===== config.mk =====
export PLATFORM = sky130hd
export DESIGN_NAME = aurora_tx_framer
export DESIGN_NICKNAME = d
export VERILOG_FILES = /design/src/rtl/aurora_frame_pkg.sv /design/src/rtl/aurora_tx_framer.sv
export SDC_FILE = /design/constraint.sdc
export NUM_CORES = 1
export LEC_CHECK = 0
export ABC_AREA = 1
export CORE_ASPECT_RATIO = 0.7
export CORE_UTILIZATION = 50
export DETAILED_ROUTE_END_ITERATION = 8
export GPL_ROUTABILITY_DRIVEN = 0
export PLACE_DENSITY = 0.85
export SLEW_MARGIN = 10
export SYNTH_ARGS = -nofsm -noshare
export SYNTH_HDL_FRONTEND = slang
export SYNTH_SLANG_ARGS = --single-unit
export TNS_END_PERCENT = 5

===== constraint.sdc =====
create_clock -name user_clk -period 2.45 [get_ports user_clk]
set_input_delay 0.49 -clock user_clk [delete_from_list [all_inputs] [get_ports user_clk]]
set_output_delay 0.49 -clock user_clk [all_outputs]
set_load 0.005 [all_outputs]

===== src/rtl/aurora_frame_pkg.sv =====
// Shared Aurora framing definitions: FSM state encoding and header word layout.
// Imported by the TX framer and by the RX deframer.
package aurora_frame_pkg;

  typedef enum logic [1:0] {
    ST_IDLE    = 2'd0,
    ST_HDR     = 2'd1,
    ST_PAYLOAD = 2'd2,
    ST_CSUM    = 2'd3
  } frame_state_e;

  localparam logic [15:0] AURORA_HDR_MAGIC = 16'hA5C3;

  localparam int HDR_MAGIC_MSB = 31;
  localparam int HDR_MAGIC_LSB = 16;
  localparam int HDR_SEQ_MSB   = 15;
  localparam int HDR_SEQ_LSB   = 8;
  localparam int HDR_LEN_MSB   = 7;
  localparam int HDR_LEN_LSB   = 0;

  function automatic logic [31:0] build_header(input logic [7:0] seq, input logic [7:0] len_m1);
    logic [31:0] hdr;
    hdr = 32'h0;
    hdr[HDR_MAGIC_MSB:HDR_MAGIC_LSB] = AURORA_HDR_MAGIC;
    hdr[HDR_SEQ_MSB:HDR_SEQ_LSB]     = seq;
    hdr[HDR_LEN_MSB:HDR_LEN_LSB]     = len_m1;
    return hdr;
  endfunction

endpackage


===== src/rtl/aurora_tx_framer.sv =====
// Packetizes a 32-bit word stream into fixed-length Aurora frames on the AXI4-Stream TX port.
// Define AURORA_TX_CHKSUM_EN to append a 32-bit wrapping-sum trailer word to every frame.
module aurora_tx_framer
  import aurora_frame_pkg::*;
#(
  parameter int FRAME_LEN = 64,
  parameter int TIMEOUT   = 1024
) (
  input  logic        user_clk,
  input  logic        rst_n,
  input  logic        channel_up,
  input  logic [31:0] in_data,
  input  logic        in_valid,
  output logic        in_ready,
  output logic [31:0] s_axi_tx_tdata,
  output logic [3:0]  s_axi_tx_tkeep,
  output logic        s_axi_tx_tlast,
  output logic        s_axi_tx_tvalid,
  input  logic        s_axi_tx_tready,
  output logic        frame_done,
  output logic        frame_drop,
  output logic [15:0] pad_words,
  output logic [7:0]  seq_num
);

  localparam logic [8:0]  LAST_WORD = 9'(FRAME_LEN - 1);
  localparam logic [7:0]  LEN_FIELD = 8'(FRAME_LEN - 1);
  localparam logic [15:0] TIMEOUT_W = 16'(TIMEOUT);

  frame_state_e state_r;
  frame_state_e state_s;
  logic [31:0]  data_r;
  logic [8:0]   wcnt_r;
  logic [15:0]  to_cnt_r;
  logic         pad_mode_r;
  logic [7:0]   seq_r;
  logic [15:0]  pad_cnt_r;
  logic         frame_done_r;
  logic         frame_drop_r;

  logic         tvalid_s;
  logic [31:0]  tdata_s;
  logic         tlast_s;
  logic         in_ready_s;
  logic         xfer_s;
  logic         drop_s;
  logic         done_s;
  logic         last_word_s;

  assign last_word_s = (wcnt_r == LAST_WORD);

  // TX/input handshake outputs and next-state selection
  always_comb begin
    tvalid_s   = 1'b0;
    tdata_s    = 32'h0;
    tlast_s    = 1'b0;
    in_ready_s = 1'b0;
    state_s    = state_r;
    case (state_r)
      ST_HDR: begin
        tvalid_s = 1'b1;
        tdata_s  = data_r;
      end
      ST_PAYLOAD: begin
        tvalid_s   = in_valid | pad_mode_r;
        tdata_s    = pad_mode_r ? 32'h0 : in_data;
        in_ready_s = s_axi_tx_tready & ~pad_mode_r;
`ifdef AURORA_TX_CHKSUM_EN
        tlast_s    = 1'b0;
`else
        tlast_s    = last_word_s;
`endif
      end
`ifdef AURORA_TX_CHKSUM_EN
      ST_CSUM: begin
        tvalid_s = 1'b1;
        tdata_s  = data_r;
        tlast_s  = 1'b1;
      end
`endif
      default: begin
        tvalid_s = 1'b0;
      end
    endcase

    xfer_s = tvalid_s & s_axi_tx_tready;
    // A lost channel overrides whatever handshake happens in the same cycle
    drop_s = (state_r != ST_IDLE) & ~channel_up;
    done_s = xfer_s & tlast_s & ~drop_s;

    if (drop_s) begin
      state_s = ST_IDLE;
    end else begin
      case (state_r)
        ST_IDLE: begin
          if (channel_up && in_valid) state_s = ST_HDR;
          else state_s = ST_IDLE;
        end
        ST_HDR: begin
          if (xfer_s) state_s = ST_PAYLOAD;
          else state_s = ST_HDR;
        end
        ST_PAYLOAD: begin
          if (xfer_s && last_word_s) begin
`ifdef AURORA_TX_CHKSUM_EN
            state_s = ST_CSUM;
`else
            state_s = ST_IDLE;
`endif
          end else begin
            state_s = ST_PAYLOAD;
          end
        end
`ifdef AURORA_TX_CHKSUM_EN
        ST_CSUM: begin
          if (xfer_s) state_s = ST_IDLE;
          else state_s = ST_CSUM;
        end
`endif
        default: state_s = ST_IDLE;
      endcase
    end
  end

  // State, counters, header/checksum word and status pulses
  always_ff @(posedge user_clk or negedge rst_n) begin
    if (!rst_n) begin
      state_r      <= ST_IDLE;
      data_r       <= 32'h0;
      wcnt_r       <= 9'd0;
      to_cnt_r     <= 16'd0;
      pad_mode_r   <= 1'b0;
      seq_r        <= 8'd0;
      pad_cnt_r    <= 16'd0;
      frame_done_r <= 1'b0;
      frame_drop_r <= 1'b0;
    end else begin
      state_r      <= state_s;
      frame_done_r <= done_s;
      frame_drop_r <= drop_s;
      if (drop_s) begin
        wcnt_r     <= 9'd0;
        to_cnt_r   <= 16'd0;
        pad_mode_r <= 1'b0;
        // Past the header the sequence number was already advanced; take it back
        if (state_r != ST_HDR) seq_r <= seq_r - 8'd1;
      end else begin
        case (state_r)
          ST_IDLE: begin
            data_r     <= build_header(seq_r, LEN_FIELD);
            wcnt_r     <= 9'd0;
            to_cnt_r   <= 16'd0;
            pad_mode_r <= 1'b0;
          end
          ST_HDR: begin
            if (xfer_s) seq_r <= seq_r + 8'd1;
          end
          ST_PAYLOAD: begin
            if (xfer_s) begin
              wcnt_r <= wcnt_r + 9'd1;
`ifdef AURORA_TX_CHKSUM_EN
              data_r <= data_r + tdata_s;
`endif
              if (pad_mode_r) pad_cnt_r <= pad_cnt_r + 16'd1;
            end
            if (in_valid && in_ready_s) begin
              to_cnt_r <= 16'd0;
            end else if (!in_valid && !pad_mode_r) begin
              to_cnt_r <= to_cnt_r + 16'd1;
              if (to_cnt_r + 16'd1 == TIMEOUT_W) pad_mode_r <= 1'b1;
            end
          end
          default: begin
          end
        endcase
      end
    end
  end

  assign s_axi_tx_tvalid = tvalid_s;
  assign s_axi_tx_tdata  = tdata_s;
  assign s_axi_tx_tlast  = tlast_s;
  assign s_axi_tx_tkeep  = 4'hF;
  assign in_ready        = in_ready_s;
  assign frame_done      = frame_done_r;
  assign frame_drop      = frame_drop_r;
  assign pad_words       = pad_cnt_r;
  assign seq_num         = seq_r;

endmodule


## Yosys cells after proc, flatten, opt, wreduce, memory -nomap -nowiden

Cells that the tools add are included.

- Equality and inequality tests: 11
- Reductions and logical operators: 17
- Bitwise gates (word level): 9
- $add $sub $neg: 5
- Muxes and demuxes: 26
- Shift-type cells: 0
- Divide/modulo/power cells: 0
- $mul: 0
- Magnitude comparators: 0

Operators by type and width:

| operator | count |
|---|---|
| one-hot mux 32 bit (2 select lines) | 1 |
| two-way mux 16 bit | 3 |
| adder 16 x 1 -> 16 bit, second input constant | 2 |
| two-way mux 32 bit | 1 |
| two-way mux 8 bit | 4 |
| one-hot mux 16 bit (2 select lines) | 1 |
| two-way mux 9 bit | 2 |
| one-hot mux 9 bit (2 select lines) | 1 |
| equality test 16 x 11 -> 1 bit, second input constant | 1 |
| inequality test 3 bit, second input constant | 4 |
| adder 9 x 1 -> 9 bit, second input constant | 1 |
| equality test 9 x 6 -> 1 bit, second input constant | 1 |
| adder 8 x 1 -> 8 bit, second input constant | 1 |
| AND reduction 4 bit | 2 |
| subtractor 8 x 1 -> 8 bit, second input constant | 1 |
| two-way mux 1 bit | 7 |
| two-way mux 2 bit | 3 |
| one-hot mux 2 bit (3 select lines) | 1 |
| AND reduction 2 bit | 3 |
| nonzero test 2 bit | 3 |
| AND 1 bit | 5 |
| logical AND 1 bit | 4 |
| inequality test 2 x 1 -> 1 bit, second input constant | 2 |
| inequality test 4 bit, second input constant | 1 |
| 9 further kinds | 13 |

- Bits in writable memories: 0
- Bits in latches: 0
- Bits in registers: 69
- Memories: 0
- Output and inout port bits: 65
- Memory bits (read-only): 0
- Input bits: 37

## Logic depth before layout (Yosys ltp)

- Word-level depth: 7
- Mapped depth: 13
- Mapped depth without buffers: 13

## Worst setup path after synthesis

OpenSTA, ideal clock, no wires.

- Path kind: reg-to-reg
- Start: register state_r[0]
- End: register seq_r[6] (netlist: seq_num[6])
- Clock period less this slack: 2.244 ns
- Stages on the path, launching flop included: 14
- Path slack: 0.206 ns
- Library setup time: 0.117 ns
- Data arrival time: 2.126 ns
- Required time: 2.333 ns
- Path buffers: 0
- Path through: dfrtp_1 -> inv_1 -> ha_1 -> nor2_2 -> inv_1 -> fa_1 -> o21ai_0 -> nand2_1 -> nand2_1 -> a21oi_1 -> inv_1 -> nand2_1 -> nand3_1 -> nand2_1

- Elaborated cells on any way between the ends: 12

RTL lines:

| what | line | text |
|---|---|---|
| start, declared | aurora_tx_framer.sv:30 | `frame_state_e state_r;` |
| start signal, assigned | aurora_tx_framer.sv:138 | `state_r <= state_s;` |
| nonzero test 2 bit * | aurora_tx_framer.sv:88 | `drop_s = (state_r != ST_IDLE) & ~channel_up;` |
| AND 1 bit * | aurora_tx_framer.sv:88 |  |
| via drop_s | aurora_tx_framer.sv:46 | `logic drop_s;` |
| inequality test 2 x 1 -> 1 bit (no source line) / nonzero test 2 bit (equally long branches) | n/a |  |
| AND reduction 3 bit (no source line) | n/a |  |
| end signal, assigned | aurora_tx_framer.sv:146 | `if (state_r != ST_HDR) seq_r <= seq_r - 8'd1;` |
| end signal, assigned | aurora_tx_framer.sv:156 | `if (xfer_s) seq_r <= seq_r + 8'd1;` |
| end, declared | aurora_tx_framer.sv:36 | `logic [7:0] seq_r;` |

Mark *: on every way through the listed nets, which the timed path passes. The rest lies on a longest branch.
A chain may end at the register's enable or synchronous reset.

## Worst setup path after layout

- Start: register state_r[1]
- End: output port s_axi_tx_tdata[11]

- Longest elaborated chain between the ends: 2
- Elaborated cells on any way between the ends: 3

RTL lines:

| what | line | text |
|---|---|---|
| equality test 2 bit / equality test 2 x 1 -> 1 bit (equally long branches) | aurora_tx_framer.sv:59 | `case (state_r)` |
| one-hot mux 32 bit (2 select lines) * | aurora_tx_framer.sv:59 |  |
| end, declared | aurora_tx_framer.sv:15 | `output logic [31:0] s_axi_tx_tdata,` |

Every way passes the cells marked *; elsewhere a longest branch is shown, timed or not.

==> run metrics <==
Final #Nets=732; Final Max Slew Viols=0; Leakage=2.95 nW; crit-path cells=inv_1 > ha_1 > nand2_2 > o21ai_0 > clkdlybuf4s50_1; fmax=372 MHz; Design Area, Final=5770 um^2; clock insertion delay at the later pin of the skew report=0.33 ns; Synth area leaders=dfrtp_1, nand2_1, inv_1; DR WL/cell=15.9 um; CP required=1.96 ns; final setup vio count=19; H-tree depth=3; DPL Wire Length=8210 um; Post-Syn Instances=544; TritonCTS Buffers=9; buffer and inverter count on the worst path=2; number of global-route vias before repair=4085; starting density of the core=53.1%; Top delay family on crit path=buffers and inverters; via count=4326; slowest cell delay on critical path=0.55 ns; Area growth syn-to-layout=44.6%; Critical Path Slowest Stage Cell=clkdlybuf4s50_1; DRC errors left=0; placed cell area=5160 um^2; clock tree buffer depth=2; Sink Count=63; FP Rows=26; Startpoint Class=register; Avg Inst Size Synth=7.34 um^2; Worst slew margin=62.6%; initial antenna violation count=0; mapped cell area=3990 um^2; setup slack after layout=-0.240 ns; status=finished, violations left; RSZ-0062 raised after global routing=true; Layout fillers=489; post-synthesis register bit count=63; Hold Violations, Final=0; Seq/Total Area, Yosys=39.5%; WS Path Type=reg -> out; Register Area=1580 um^2; final hold slack=0.137 ns; DIE WIDTH=109 um; crit share post-route=110%; Antenna Cells=0; CTS tree=built; Clock Skew=0.00580 ns; top cell type's share of synthesized area=39.5%; power per cell area=802 nW/um^2; routed wire length=12500 um; die area=8350 um^2; final setup TNS=-3.11 ns; max_cap viols=0; io pins=102; area of the multi-input gates=2150 um^2; GRT Overall Usage=29.4%; root buf cell=clkbuf_16; Worst-Margin Slew=0.561 ns; drt first-iter violations=349; failing checks=negative setup slack; first-pass GRT wire length=19300 um; Worst Hold Class=in -> async; critical path endpoint category=output pin; layout cell share with drive strength beyond 1=14.2%; crit-path max FO=9; CP arrival=2.20 ns; GR Overflow Total=0; TritonRoute pass-1 iters=7; commonest non-fill, non-tap cell in the layout=nand2_1; post-synth cell types=38; Worst-path clk slew=0.05 ns; peak supply drop=0.000712 V; Yosys Warn Count=0; core area=7510 um^2; post-route minimum period=2.69 ns; Via density=5.52; largest net degree at the start of global routing=44; antenna-violating nets left=0; input/output buffers=97; most frequent cells in the layout=nand2_1, clkdlybuf4s50_1, inv_1, dfrtp_1, nand3_1; Yosys top cell by area=dfrtp_1; Die Ht=76.8 um
[cell families (layout without fill, tap and decap cells)]
family / after synthesis / in the layout / share of synthesized area [%]
AO/OA/AOI/OAI: 70 / 70 / 9.40
XOR/XNOR: 26 / 26 / 5.70
adder cells (fa/ha/maj): 15 / 15 / 4.89
buffers and inverters: 91 / 229 / 9.49
flip-flops: 63 / 63 / 39.5
multiplexers: 2 / 2 / 0.564
other: 1 / 4 / 0.0939
AND/OR/NAND/NOR: 276 / 276 / 30.4
[path summary, 6_finish.rpt]
kind / slack (ns) / from / to / cells past startpoint
min in group user_clk: 0.49 / data_r[5] / data_r[5] / 1
max reg2reg: -0.14 / wcnt_r[0] / state_r[1] / 19
min reg2reg: 0.49 / data_r[5] / data_r[5] / 1
min: 0.14 / rst_n / pad_words[2] / 1
max: -0.24 / state_r[1] / s_axi_tx_tdata[11] / 5
max in group asynchronous: 1.71 / rst_n / wcnt_r[1] / 2
[cell type report]
cell class | instances | share of cell area [%]
Clock inverter | 4 | 0.390
Multi-Input combinational cell | 393 | 37.3
Inverter | 75 | 4.88
Timing Repair Buffer | 138 | 23.9
Tap cell | 98 | 2.12
Clock buffer | 12 | 4.10
Sequential cell | 63 | 27.3
[cell usage after synthesis]
| cell type | count |
|---|---|
| o21ai_1 | 5 |
| and2_1 | 1 |
| nor2_2 | 3 |
| a32oi_1 | 1 |
| nor3_4 | 1 |
| inv_1 | 68 |
| o22ai_1 | 7 |
| nand3_2 | 2 |
| o21ai_0 | 42 |
| buf_2 | 3 |
| clkinv_1 | 1 |
| nor2_1 | 53 |
| buf_4 | 5 |
| conb_1 | 1 |
| nor3_1 | 5 |
| nor4_1 | 3 |
| nand4_1 | 14 |
| buf_1 | 1 |
| nand2_1 | 135 |
| xor2_1 | 19 |
| o21a_1 | 1 |
| nand3_1 | 49 |
| nand3b_1 | 1 |
| fa_1 | 1 |
| a21oi_1 | 11 |
| o21ai_2 | 1 |
| a21oi_2 | 1 |
| nand4_2 | 1 |
| or2_2 | 2 |
| mux2_2 | 2 |
| clkbuf_1 | 5 |
| nand2_2 | 6 |
| ha_1 | 14 |
| dfrtp_1 | 63 |
| o21bai_1 | 1 |
| xnor2_1 | 7 |
| inv_2 | 6 |
| buf_6 | 2 |
[stage by stage]
stage	std cells	power [mW]	setup WS, ns	util [%]
3_3_place_gp	743	3.18	0.00863	68.7
4_1_cts	775	4.42	-0.202	74.1
5_1_grt	783	4.90	-0.272	76.8
6_report	783	4.63	-0.240	76.8
2_1_floorplan	547	2.37	0.206	-
3_5_place_dp	743	3.26	-0.0599	68.7
[state kept, by name (all words and copies together), names as in the netlist]
| signal | count |
|---|---|
| frame_done | 1 |
| data_r | 9 |
| seq_num | 8 |
| to_cnt_r | 16 |
| state_r | 2 |
| pad_words | 16 |
| wcnt_r | 9 |
| frame_drop | 1 |
| pad_mode_r | 1 |
[timing repair]
action                     CTS  global route
hold buffers                 0             0
cloned                       0             1
pin swaps                    3             5
gates resized for setup     14            32
buffers inserted            16             8
setup endpoints to repair   33            37
[where the power goes]
group,switching [mW],internal (mW)
logic,1.17,0.983
registers,0.148,1.19
clock network,0.452,0.679
total,1.77,2.86
[per-layer routing]
metal  GRT usage [%]  share of wire [%]  vias to the layer above
met4            10.4                2.9                        0
li1                -                  -                     2023
met1            37.9                 41                     2045
met2            48.9                 49                      220
met3            5.70                7.2                       38
met5               0                  0                        -
No activity file was read; power rests on OpenSTA's default activity.
